[config.mk]
export PLATFORM = sky130hd
export DESIGN_NAME = lrf_echo_emulator
export DESIGN_NICKNAME = d
export VERILOG_FILES = /design/src/rtl/lrf_echo_emulator.sv
export SDC_FILE = /design/constraint.sdc
export NUM_CORES = 1
export LEC_CHECK = 0
export ABC_AREA = 1
export CORE_UTILIZATION = 55
export DETAILED_ROUTE_END_ITERATION = 10
export PLACE_DENSITY = 0.81
export SLEW_MARGIN = 20
export SYNTH_ARGS = -nofsm -noshare
export SYNTH_HDL_FRONTEND = slang
export SYNTH_SLANG_ARGS = --single-unit
[constraint.sdc]
create_clock -name clk -period 5 [get_ports clk]
set_clock_uncertainty 0.2 [all_clocks]
set_input_delay 1 -clock clk [delete_from_list [all_inputs] [get_ports clk]]
set_output_delay 1 -clock clk [all_outputs]
set_load 0.005 [all_outputs]
[src/rtl/lrf_echo_emulator.sv]
// Target-side echo emulator: answers each emitter strobe with a receiver pulse
// after a programmed delay and of a programmed width, giving a cycle-exact time of flight.
module lrf_echo_emulator #(
   parameter int WIDTH     = 8,
   parameter int PW_WIDTH  = 4,
   parameter int CNT_WIDTH = 8
) (
   input  logic                 clk,
   input  logic                 rst,
   input  logic                 en,
   input  logic [WIDTH-1:0]     delay,
   input  logic [PW_WIDTH-1:0]  pulse_len,
   input  logic                 em_sensor,
   output logic                 rec_sensor,
   output logic                 busy,
   output logic                 overrun,
   output logic [CNT_WIDTH-1:0] echo_cnt
);

   typedef enum logic [1:0] {
      IDLE  = 2'd0,
      DELAY = 2'd1,
      PULSE = 2'd2
   } state_t;

   state_t                state_q, state_d;
   logic                  s1_q, s2_q, s3_q;
   logic [WIDTH-1:0]      dcnt_q, dcnt_d;
   logic [PW_WIDTH-1:0]   pcnt_q, pcnt_d;
   logic [PW_WIDTH-1:0]   plen_q, plen_d;
   logic                  rec_q, rec_d;
   logic                  busy_q;
   logic                  overrun_q, overrun_d;
   logic [CNT_WIDTH-1:0]  cnt_q, cnt_d;
   logic                  trig;

   assign trig = s2_q & ~s3_q;

   always_ff @(posedge clk) begin
      if (rst) begin
         s1_q      <= 1'b0;
         s2_q      <= 1'b0;
         s3_q      <= 1'b0;
         state_q   <= IDLE;
         dcnt_q    <= '0;
         pcnt_q    <= '0;
         plen_q    <= '0;
         rec_q     <= 1'b0;
         busy_q    <= 1'b0;
         overrun_q <= 1'b0;
         cnt_q     <= '0;
      end else begin
         s1_q      <= em_sensor;
         s2_q      <= s1_q;
         s3_q      <= s2_q;
         state_q   <= state_d;
         dcnt_q    <= dcnt_d;
         pcnt_q    <= pcnt_d;
         plen_q    <= plen_d;
         rec_q     <= rec_d;
         busy_q    <= (state_d != IDLE);
         overrun_q <= overrun_d;
         cnt_q     <= cnt_d;
      end
   end

   // Triggers are only accepted in IDLE; any trigger seen while an echo is in flight is an overrun.
   always_comb begin
      state_d   = state_q;
      dcnt_d    = dcnt_q;
      pcnt_d    = pcnt_q;
      plen_d    = plen_q;
      rec_d     = rec_q;
      overrun_d = overrun_q;
      cnt_d     = cnt_q;
      unique case (state_q)
         IDLE: begin
            if (trig && en) begin
               dcnt_d  = delay;
               plen_d  = (pulse_len == '0) ? PW_WIDTH'(1) : pulse_len;
               state_d = DELAY;
            end
         end
         DELAY: begin
            if (trig) overrun_d = 1'b1;
            if (dcnt_q == '0) begin
               rec_d   = 1'b1;
               pcnt_d  = plen_q - PW_WIDTH'(1);
               state_d = PULSE;
            end else begin
               dcnt_d = dcnt_q - WIDTH'(1);
            end
         end
         PULSE: begin
            if (trig) overrun_d = 1'b1;
            if (pcnt_q == '0) begin
               rec_d   = 1'b0;
               cnt_d   = cnt_q + CNT_WIDTH'(1);
               state_d = IDLE;
            end else begin
               pcnt_d = pcnt_q - PW_WIDTH'(1);
            end
         end
         default: state_d = IDLE;
      endcase
   end

   assign rec_sensor = rec_q;
   assign busy       = busy_q;
   assign overrun    = overrun_q;
   assign echo_cnt   = cnt_q;

endmodule

==> results of run 1 <==
==> stage by stage <==
stage / std cells / total power [mW]
2_1_floorplan: 257 / 0.3387
3_3_place_gp: 323 / 0.3641
3_5_place_dp: 323 / 0.3658
4_1_cts: 331 / 0.5601
5_1_grt: 331 / 0.5862
6_report: 331 / 0.5561
==> metal layers <==
layer,vias to the layer above,routed length [microns]
li1,878,-
met1,758,1719
met2,36,1904
met3,7,167
met4,0,72
met5,-,0
==> state kept, by name, summed over array words and instances, names as in the netlist <==
register / flops
s1_q: 1
busy: 1
state_q: 2
dcnt_q: 8
pcnt_q: 4
s2_q: 1
echo_cnt: 8
s3_q: 1
plen_q: 4
overrun: 1
rec_sensor: 1
==> final timing paths <==
| path | to | slack, ns | cells past startpoint |
|---|---|---|---|
| worst max-delay path | dcnt_q[0]$_SDFFE_PP0P_ | 2.42 | 4 |
| worst min-delay path | s2_q$_SDFF_PP0_ | 0.21 | 2 |
| worst max register to register | dcnt_q[6]$_SDFFE_PP0P_ | 2.99 | 9 |
| worst min register to register | s2_q$_SDFF_PP0_ | 0.21 | 2 |
==> worst max-delay path: stages <==
cell,delay (ns)
clkdlybuf4s50_1,0.98
inv_1,0.38
o21ai_1,0.19
a21oi_1,0.06
==> power breakdown <==
group | internal [mW] | switching (mW) | total [mW]
combinational | 0.0388 | 0.0526 | 0.0913
sequential | 0.263 | 0.00630 | 0.270
clock | 0.105 | 0.0904 | 0.195
==> area by class of cell <==
cell class	count	share of cell area [%]
tap	44	2.500
timing repair buffer	26	11.82
sequential	32	29.09
clock inverter	2	1.591
inverter	35	6.250
multi-input combinational	186	46.88
clock buffer	6	1.875
==> placed cells by master (no fill, tap or decap), types with 2 or more instances in the layout <==
cell type and n:
a21oi_1 21, a21oi_2 2, clkbuf_4 5, clkdlybuf4s50_1 26
clkinv_2 2, dfxtp_1 32, ha_1 8, inv_1 27
inv_2 5, nand2_1 59, nand2_2 5, nand2_4 2
nand3_1 16, nand4_1 2, nand4_4 2, nor2_1 29
nor2_2 3, nor3_1 3, o21ai_0 9, o21ai_1 5
o21ai_2 3, or2_2 2, xnor2_1 2, xor2_1 3
==> cells by family (layout without fill, tap and decap cells) <==
group                    count (synthesis)  count (layout)
AO/OA/AOI/OAI                           42              42
buffers and inverters                   39              69
XOR/XNOR                                 5               5
adder cells (fa/ha/maj)                  8               8
AND/OR/NAND/NOR                        131             131
flip-flops                              32              32
==> tab_implementation.tex, run 1 <==
\begin{tabular}{lr}
\hline
Metric & Value \\
\hline
\multicolumn{2}{l}{\textbf{Logic synthesis}} \\
Warnings, synthesis & 0 \\
Leading cell types by total area after synthesis & dfxtp\_1 35\%, nand2\_1 12\%, nor2\_1 5.9\% \\
Most area-hungry cell type in the Yosys netlist & dfxtp\_1 \\
Ranking of synthesized cells by instance count & 59 x nand2\_1, 32 x dfxtp\_1, 29 x nor2\_1, 27 x inv\_1, 21 x a21oi\_1 \\
Syn\_nets & 281 \\
Synthesized instance count & approximately 260 \\
Mean post-synth cell area & 7.127 sq um \\
Fraction of synthesized area in multiplexers & 0\% \\
Post-synthesis share of cell area spent on full adders, half adders and majority gates & 5.464\% \\
Flops \& latches, synth & 32 \\
Number of distinct library cells after synthesis & 37 \\
Fraction of synthesized cell area taken by the top area cell type & a little over a third \\
Synth Area in Simple Gates & between 30\% and 40\% \\
Library cell with the highest instance count after synthesis & nand2\_1 \\
Top FF cell, synth & dfxtp\_1 \\
Seq/Total Area, Yosys & between 30\% and 40\% \\
Largest family of logic cells by synthesized area & simple AND/OR/NAND/NOR gates \\
Synth Area in Compound Gates & 12.77\% \\
Share of the synthesized netlist area taken by xor and xnor gates & 2.391\% \\
Count of flip-flops with a built-in enable after synthesis & 0 \\
Post-synthesis async set-or-reset flop share & 0\% \\
Syn Std Cell Area & 1832 sq um \\
\multicolumn{2}{l}{\textbf{Final layout}} \\
Core utilization of the finished layout & 70.97\% \\
Area taken by multi-input logic gates & 1032 sq um \\
Number of filler instances in the final layout & 302 \\
Final \#Nets & 310 \\
Finished Cell Area & 2202 sq um \\
Layout cell share with drive strength beyond 1 & around an eighth \\
Total inserted antenna cells & 0 \\
Syn-to-layout area delta & 20.22\% \\
Area taken by flip-flops and latches & 640.6 sq um \\
\multicolumn{2}{l}{\textbf{STA}} \\
Highest attainable clock frequency & 387.5 MHz \\
Final-report setup violation count & 0 \\
Hold Worst Slack & 0.2092 ns \\
RSZ-0062 raised after global routing & false \\
Period Utilization, post-route & 51.61\% \\
Min Tclk post-route & between 2 and 3 ns \\
Transition time of the tightest slew-check pin & 0.7835 ns \\
Final worst-path setup slack & 2.420 ns \\
Pins Over Slew Limit & 0 \\
Total Negative Setup Slacks & 0 ns \\
Worst slew margin & 47.60\% \\
Hold Fails Final Rpt & 0 \\
\multicolumn{2}{l}{\textbf{Clock tree}} \\
Clock net sink count & 32 \\
Clock root cell & clkbuf\_4 \\
TritonCTS clock tree & done \\
Clock input transition at the sequential cells of the worst setup and hold paths & 0.10 ns \\
Later-pin clock latency in the skew report & 0.34 ns \\
Quantity of gates resized following cts & 0 \\
Clock buffer count from CTS & 5 \\
H-tree depth & 2 \\
Post-CTS setup buffer count & 0 \\
Cts-stage hold buffer count & 0 \\
Bufs on Longest Clock Path & 2 \\
\multicolumn{2}{l}{\textbf{Die}} \\
Number of I/O pins & 27 \\
Effective utilization at floorplan & just under 60\% \\
Die Outline Area & 3565 sq um \\
Vertical extent of the die & between 50 and 60 microns \\
Floorplan row count & 20 \\
Die W & 59.71 microns \\
Area of the placeable core & 3103 sq um \\
\multicolumn{2}{l}{\textbf{Setup path}} \\
Kind of critical path & in -> reg \\
Maximum fanout along the worst path & 20 \\
Critical path startpoint & rst \\
Crit path capture type & flip-flop \\
Critical path arrival & between 2 and 3 ns \\
Kind of launch point of the worst setup path & input port \\
Endpoint required time on the critical path & 5.04 ns \\
Crit Reg-Reg Startpoint & state\_q[1]\$\_SDFF\_PP0\_ \\
\multicolumn{2}{l}{\textbf{Route}} \\
Starting DRT DRC Count & 122 \\
Final wirelength & 3863 microns \\
Total iterations of the first detailed-routing run & 4 \\
Vias per Instance & $\sim$5 \\
Drt wl/cell & between 10 and 15 microns \\
Residual DRC count & 0 \\
Remaining antenna violation count after routing & 0 \\
Vias after detailed routing & 1679 \\
\multicolumn{2}{l}{\textbf{Placed design}} \\
Detail Placement HPWL & about 2800 microns \\
Count of buffers from port buffering & 26 \\
Instance area at placement & 2126 sq um \\
Global placement routability congestion & 0.8487 \\
Place WS & 2.061 ns \\
\multicolumn{2}{l}{\textbf{GRT}} \\
Number of global-route vias before repair & 1640 \\
Pin count of the biggest net entering global routing & 21 \\
Met3 track utilization from global routing & 5.844\% \\
Global routing usage summed across all routing layers & 25.35\% \\
Met1 global-route usage & 29.69\% \\
Wire length of the first global-routing pass & $\sim$6700 microns \\
Top Usage Layer GRT & met2 \\
Global route overflow & 0 \\
Met2 Resource Use GR & approximately 45\% \\
Number of antenna violations at the first check in global routing & 0 \\
\multicolumn{2}{l}{\textbf{Worst hold path}} \\
Worst min-delay path startpoint & s1\_q\$\_SDFF\_PP0\_ \\
Worst Hold Class & reg -> reg \\
\multicolumn{2}{l}{\textbf{Pwr}} \\
Power Dens Cells & 252.5 nW/um\^{}2 \\
Worst vdd rail ir drop & between 150 and 200 uV \\
Static leakage & just under 1 nW \\
\multicolumn{2}{l}{\textbf{Status}} \\
Status & finished clean \\
\multicolumn{2}{l}{\textbf{Run}} \\
Count of max-cap constraint violations & 0 \\
\hline
\end{tabular}
(Power assumes the default switching activity.)
==> run 2: changes to the inputs <==
CORE_UTILIZATION = 48   (was 55)
PLACE_DENSITY = 0.75   (was 0.81)
clock period = 2.3 ns   (was 5 ns; I/O delays follow)
==> run 2 against run 1 <==
Via count down 2.3%. Power up 110%. Clock-buffer cell count down 1. Final area up 0.57%. Sequential share of layout area down 0.16 points. Global-route usage down 5.1 points. First-iteration DRC count down 55%. Routed wire length down 6.7%. Final cell count up 0.91%. Largest power group unchanged.
==> tab_implementation.tex, run 2 (synthesized netlist as in run 1, its figures left out) <==
\begin{tabular}{lr}
\hline
Metric & Value \\
\hline
\multicolumn{2}{l}{\textbf{GRT}} \\
Number of global-route vias before repair & 1562 (was 1640) \\
Pin count of the biggest net entering global routing & 20 (was 21) \\
Wire length of the first global-routing pass & 6410 microns (was 6741 microns) \\
Global routing usage summed across all routing layers & 20.22\% (was 25.35\%) \\
Global route overflow & 0 (unchanged) \\
Number of antenna violations at the first check in global routing & 0 (unchanged) \\
\multicolumn{2}{l}{\textbf{Clock tree}} \\
H-tree depth & 2 (unchanged) \\
Post-CTS setup buffer count & 0 (unchanged) \\
Clock buffer count from CTS & 5 (unchanged) \\
Clock input transition at the sequential cells of the worst setup and hold paths & 0.06 ns (was 0.10 ns) \\
Later-pin clock latency in the skew report & 0.28 ns (was 0.34 ns) \\
Bufs on Longest Clock Path & 2 (unchanged) \\
Clock net sink count & 32 (unchanged) \\
Cts-stage hold buffer count & 0 (unchanged) \\
Quantity of gates resized following cts & 0 (unchanged) \\
TritonCTS clock tree & done (unchanged) \\
Clock root cell & clkbuf\_8 (was clkbuf\_4) \\
\multicolumn{2}{l}{\textbf{Setup path}} \\
Critical path arrival & 1.21 ns (was 2.62 ns) \\
Worst path max stage delay & 0.53 ns (was 0.98 ns) \\
Critical path cell sequence & clkdlybuf4s50\_1 (was clkdlybuf4s50\_1, inv\_1, o21ai\_1, a21oi\_1) \\
Number of cells on the critical path & 1 (was 4) \\
Cell type of the slowest stage on the worst timing path & clkdlybuf4s50\_1 (unchanged) \\
Count of cells along the worst register-to-register path & 9 (unchanged) \\
Crit Reg-Reg Startpoint & state\_q[0]\$\_SDFF\_PP0\_ (was state\_q[1]\$\_SDFF\_PP0\_) \\
Reg2reg end & pcnt\_q[2]\$\_SDFFE\_PP0P\_ (was dcnt\_q[6]\$\_SDFFE\_PP0P\_) \\
Worst setup slack for register-to-register paths & 0.46 ns (was 2.99 ns) \\
Endpoint required time on the critical path & 1.64 ns (was 5.04 ns) \\
End point of the critical path & echo\_cnt[5] (was dcnt\_q[0]\$\_SDFFE\_PP0P\_) \\
Crit path capture type & output port (was flip-flop) \\
Maximum fanout along the worst path & 5 (was 20) \\
Worst path top cell family by delay & buffers and inverters (unchanged) \\
Kind of launch point of the worst setup path & flip-flop (was input port) \\
Critical path startpoint & echo\_cnt[5]\$\_SDFFE\_PP0P\_ (was rst) \\
Kind of critical path & reg -> out (was in -> reg) \\
Crit path buf inv count & 1 (was 2) \\
\multicolumn{2}{l}{\textbf{Final layout}} \\
Most common cell after layout, fill and taps aside & nand2\_1 (unchanged) \\
Layout cell share with drive strength beyond 1 & 13.29\% (was 13.24\%) \\
Total inserted antenna cells & 0 (unchanged) \\
Syn-to-layout area delta & 20.90\% (was 20.22\%) \\
Final \#Nets & 312 (was 310) \\
Number of filler instances in the final layout & 356 (was 302) \\
Leading cell types in the layout, fill and taps excluded & 59 x nand2\_1, 32 x dfxtp\_1, 29 x nor2\_1 (unchanged) \\
\multicolumn{2}{l}{\textbf{Pwr}} \\
Internal & 0.8537 mW (was 0.4068 mW) \\
Comb pwr share & 17.1\% (was 16.4\%) \\
Clock group share of total power & 32.2\% (was 35.1\%) \\
Switch share & 26.21\% (was 26.85\%) \\
Sequential share of power & 50.7\% (was 48.5\%) \\
Static leakage & 0.9644 nW (was 0.9605 nW) \\
Worst vdd rail ir drop & 372.0 uV (was 157.8 uV) \\
Power Dens Cells & 522.4 nW/um\^{}2 (was 252.5 nW/um\^{}2) \\
Power spent charging and discharging nets & 0.3033 mW (was 0.1493 mW) \\
\multicolumn{2}{l}{\textbf{STA}} \\
Hold Fails Final Rpt & 0 (unchanged) \\
Hold Worst Slack & 0.2051 ns (was 0.2092 ns) \\
Min Tclk post-route & $\sim$1.9 ns \\
Transition time of the tightest slew-check pin & 0.3229 ns (was 0.7835 ns) \\
Pins Over Slew Limit & 0 (unchanged) \\
Worst slew margin & 78.45\% (was 47.60\%) \\
Final-report setup violation count & 0 (unchanged) \\
Period Utilization, post-route & 81.45\% \\
RSZ-0062 raised after global routing & false (unchanged) \\
Highest attainable clock frequency & between 500 and 600 MHz \\
Total Negative Setup Slacks & 0 ns (unchanged) \\
\multicolumn{2}{l}{\textbf{Worst hold path}} \\
Instance count along the most critical hold path & 2 (unchanged) \\
Worst Hold Class & reg -> reg (unchanged) \\
\multicolumn{2}{l}{\textbf{Die}} \\
Die W & 63.78 microns (was 59.71 microns) \\
Vertical extent of the die & 63.78 microns (was 59.71 microns) \\
Floorplan row count & 22 (was 20) \\
Effective utilization at floorplan & 50.03\% (was 59.03\%) \\
Die Outline Area & 4067 sq um (was 3565 sq um) \\
Number of I/O pins & 27 (unchanged) \\
Area of the placeable core & 3661 sq um (was 3103 sq um) \\
\multicolumn{2}{l}{\textbf{Run}} \\
Count of max-cap constraint violations & 0 (unchanged) \\
\multicolumn{2}{l}{\textbf{Route}} \\
Final wirelength & 3605 microns (was 3863 microns) \\
Residual DRC count & 0 (unchanged) \\
Remaining antenna violation count after routing & 0 (unchanged) \\
Total iterations of the first detailed-routing run & 4 (unchanged) \\
Starting DRT DRC Count & 55 (was 122) \\
Vias per Instance & 4.910 (was 5.073) \\
Drt wl/cell & 10.79 microns (was 11.67 microns) \\
Vias after detailed routing & 1640 (was 1679) \\
\multicolumn{2}{l}{\textbf{Status}} \\
Status & finished clean (unchanged) \\
\multicolumn{2}{l}{\textbf{Placed design}} \\
Detail Placement HPWL & 2702 microns (was 2837 microns) \\
Count of buffers from port buffering & 26 (unchanged) \\
Global placement routability congestion & 0.8051 (was 0.8487) \\
\hline
\end{tabular}
-- run 2: cell count changes in the layout (fill, tap and decap cells not counted) --
| cell | previous run | this run |
|---|---|---|
| clkbuf_8 | 0 | 5 |
| clkbuf_4 | 5 | 0 |
| bufinv_16 | 1 | 0 |
| clkinv_2 | 2 | 1 |
| clkbuf_1 | 1 | 0 |
| buf_4 | 0 | 2 |
-- run 2: through the flow --
stage               worst slack, ns  power [mW]  utilization (%)  instances  area (sq um)
CTS                          0.4080       1.174            60.49        334          2215
global placement             0.3415      0.7934            58.61        329          2146
global route                 0.3014       1.223            60.49        334          2215
floorplan                    0.5883      0.7363                -        257          1832
detailed placement           0.3065      0.7972            58.61        329          2146
finish                       0.4266       1.157            60.49        334          2215
-- run 2: power by group through the flow --
stage | clock [mW] | combinational (mW) | sequential (mW)
CTS | 0.388 | 0.200 | 0.586
finish | 0.373 | 0.197 | 0.587
global route | 0.409 | 0.225 | 0.588
global placement | 0 | 0.195 | 0.599
detailed placement | 0 | 0.199 | 0.598
floorplan | 0 | 0.140 | 0.596
-- run 2: area by class of cell --
type                       instances  area [sq um]  area share, %
multi-input combinational        186          1032          46.61
sequential                        32         640.6          28.93
timing repair buffer              28         275.3          12.43
inverter                          35         137.6          6.215
clock buffer                       5         68.82          3.107
tap                               48         60.06          2.712
-- run 2: metal layers --
layer	global-route usage [%]	share of wire (%)	vias to the layer above
met1	24.42	51	726
met5	0	0	-
met4	11.08	1.6	0
met3	3.929	2.9	6
met2	33.51	45	24
li1	-	-	884
-- run 2: worst min path at each step --
stage / start / to / slack [ns]
after floorplan: s1_q$_SDFF_PP0_ / s2_q$_SDFF_PP0_ / 0.19
after global placement: s1_q$_SDFF_PP0_ / s2_q$_SDFF_PP0_ / 0.19
after detailed placement: s1_q$_SDFF_PP0_ / s2_q$_SDFF_PP0_ / 0.20
after CTS: s1_q$_SDFF_PP0_ / s2_q$_SDFF_PP0_ / 0.21
after global routing: s1_q$_SDFF_PP0_ / s2_q$_SDFF_PP0_ / 0.23
final: s1_q$_SDFF_PP0_ / s2_q$_SDFF_PP0_ / 0.21
-- run 2: worst min-delay path: cells and delay by family (launching register included) --
kind                   cells  cell delay, ns
flip-flops                 1            0.29
buffers and inverters      1            0.04
AND/OR/NAND/NOR            1            0.03
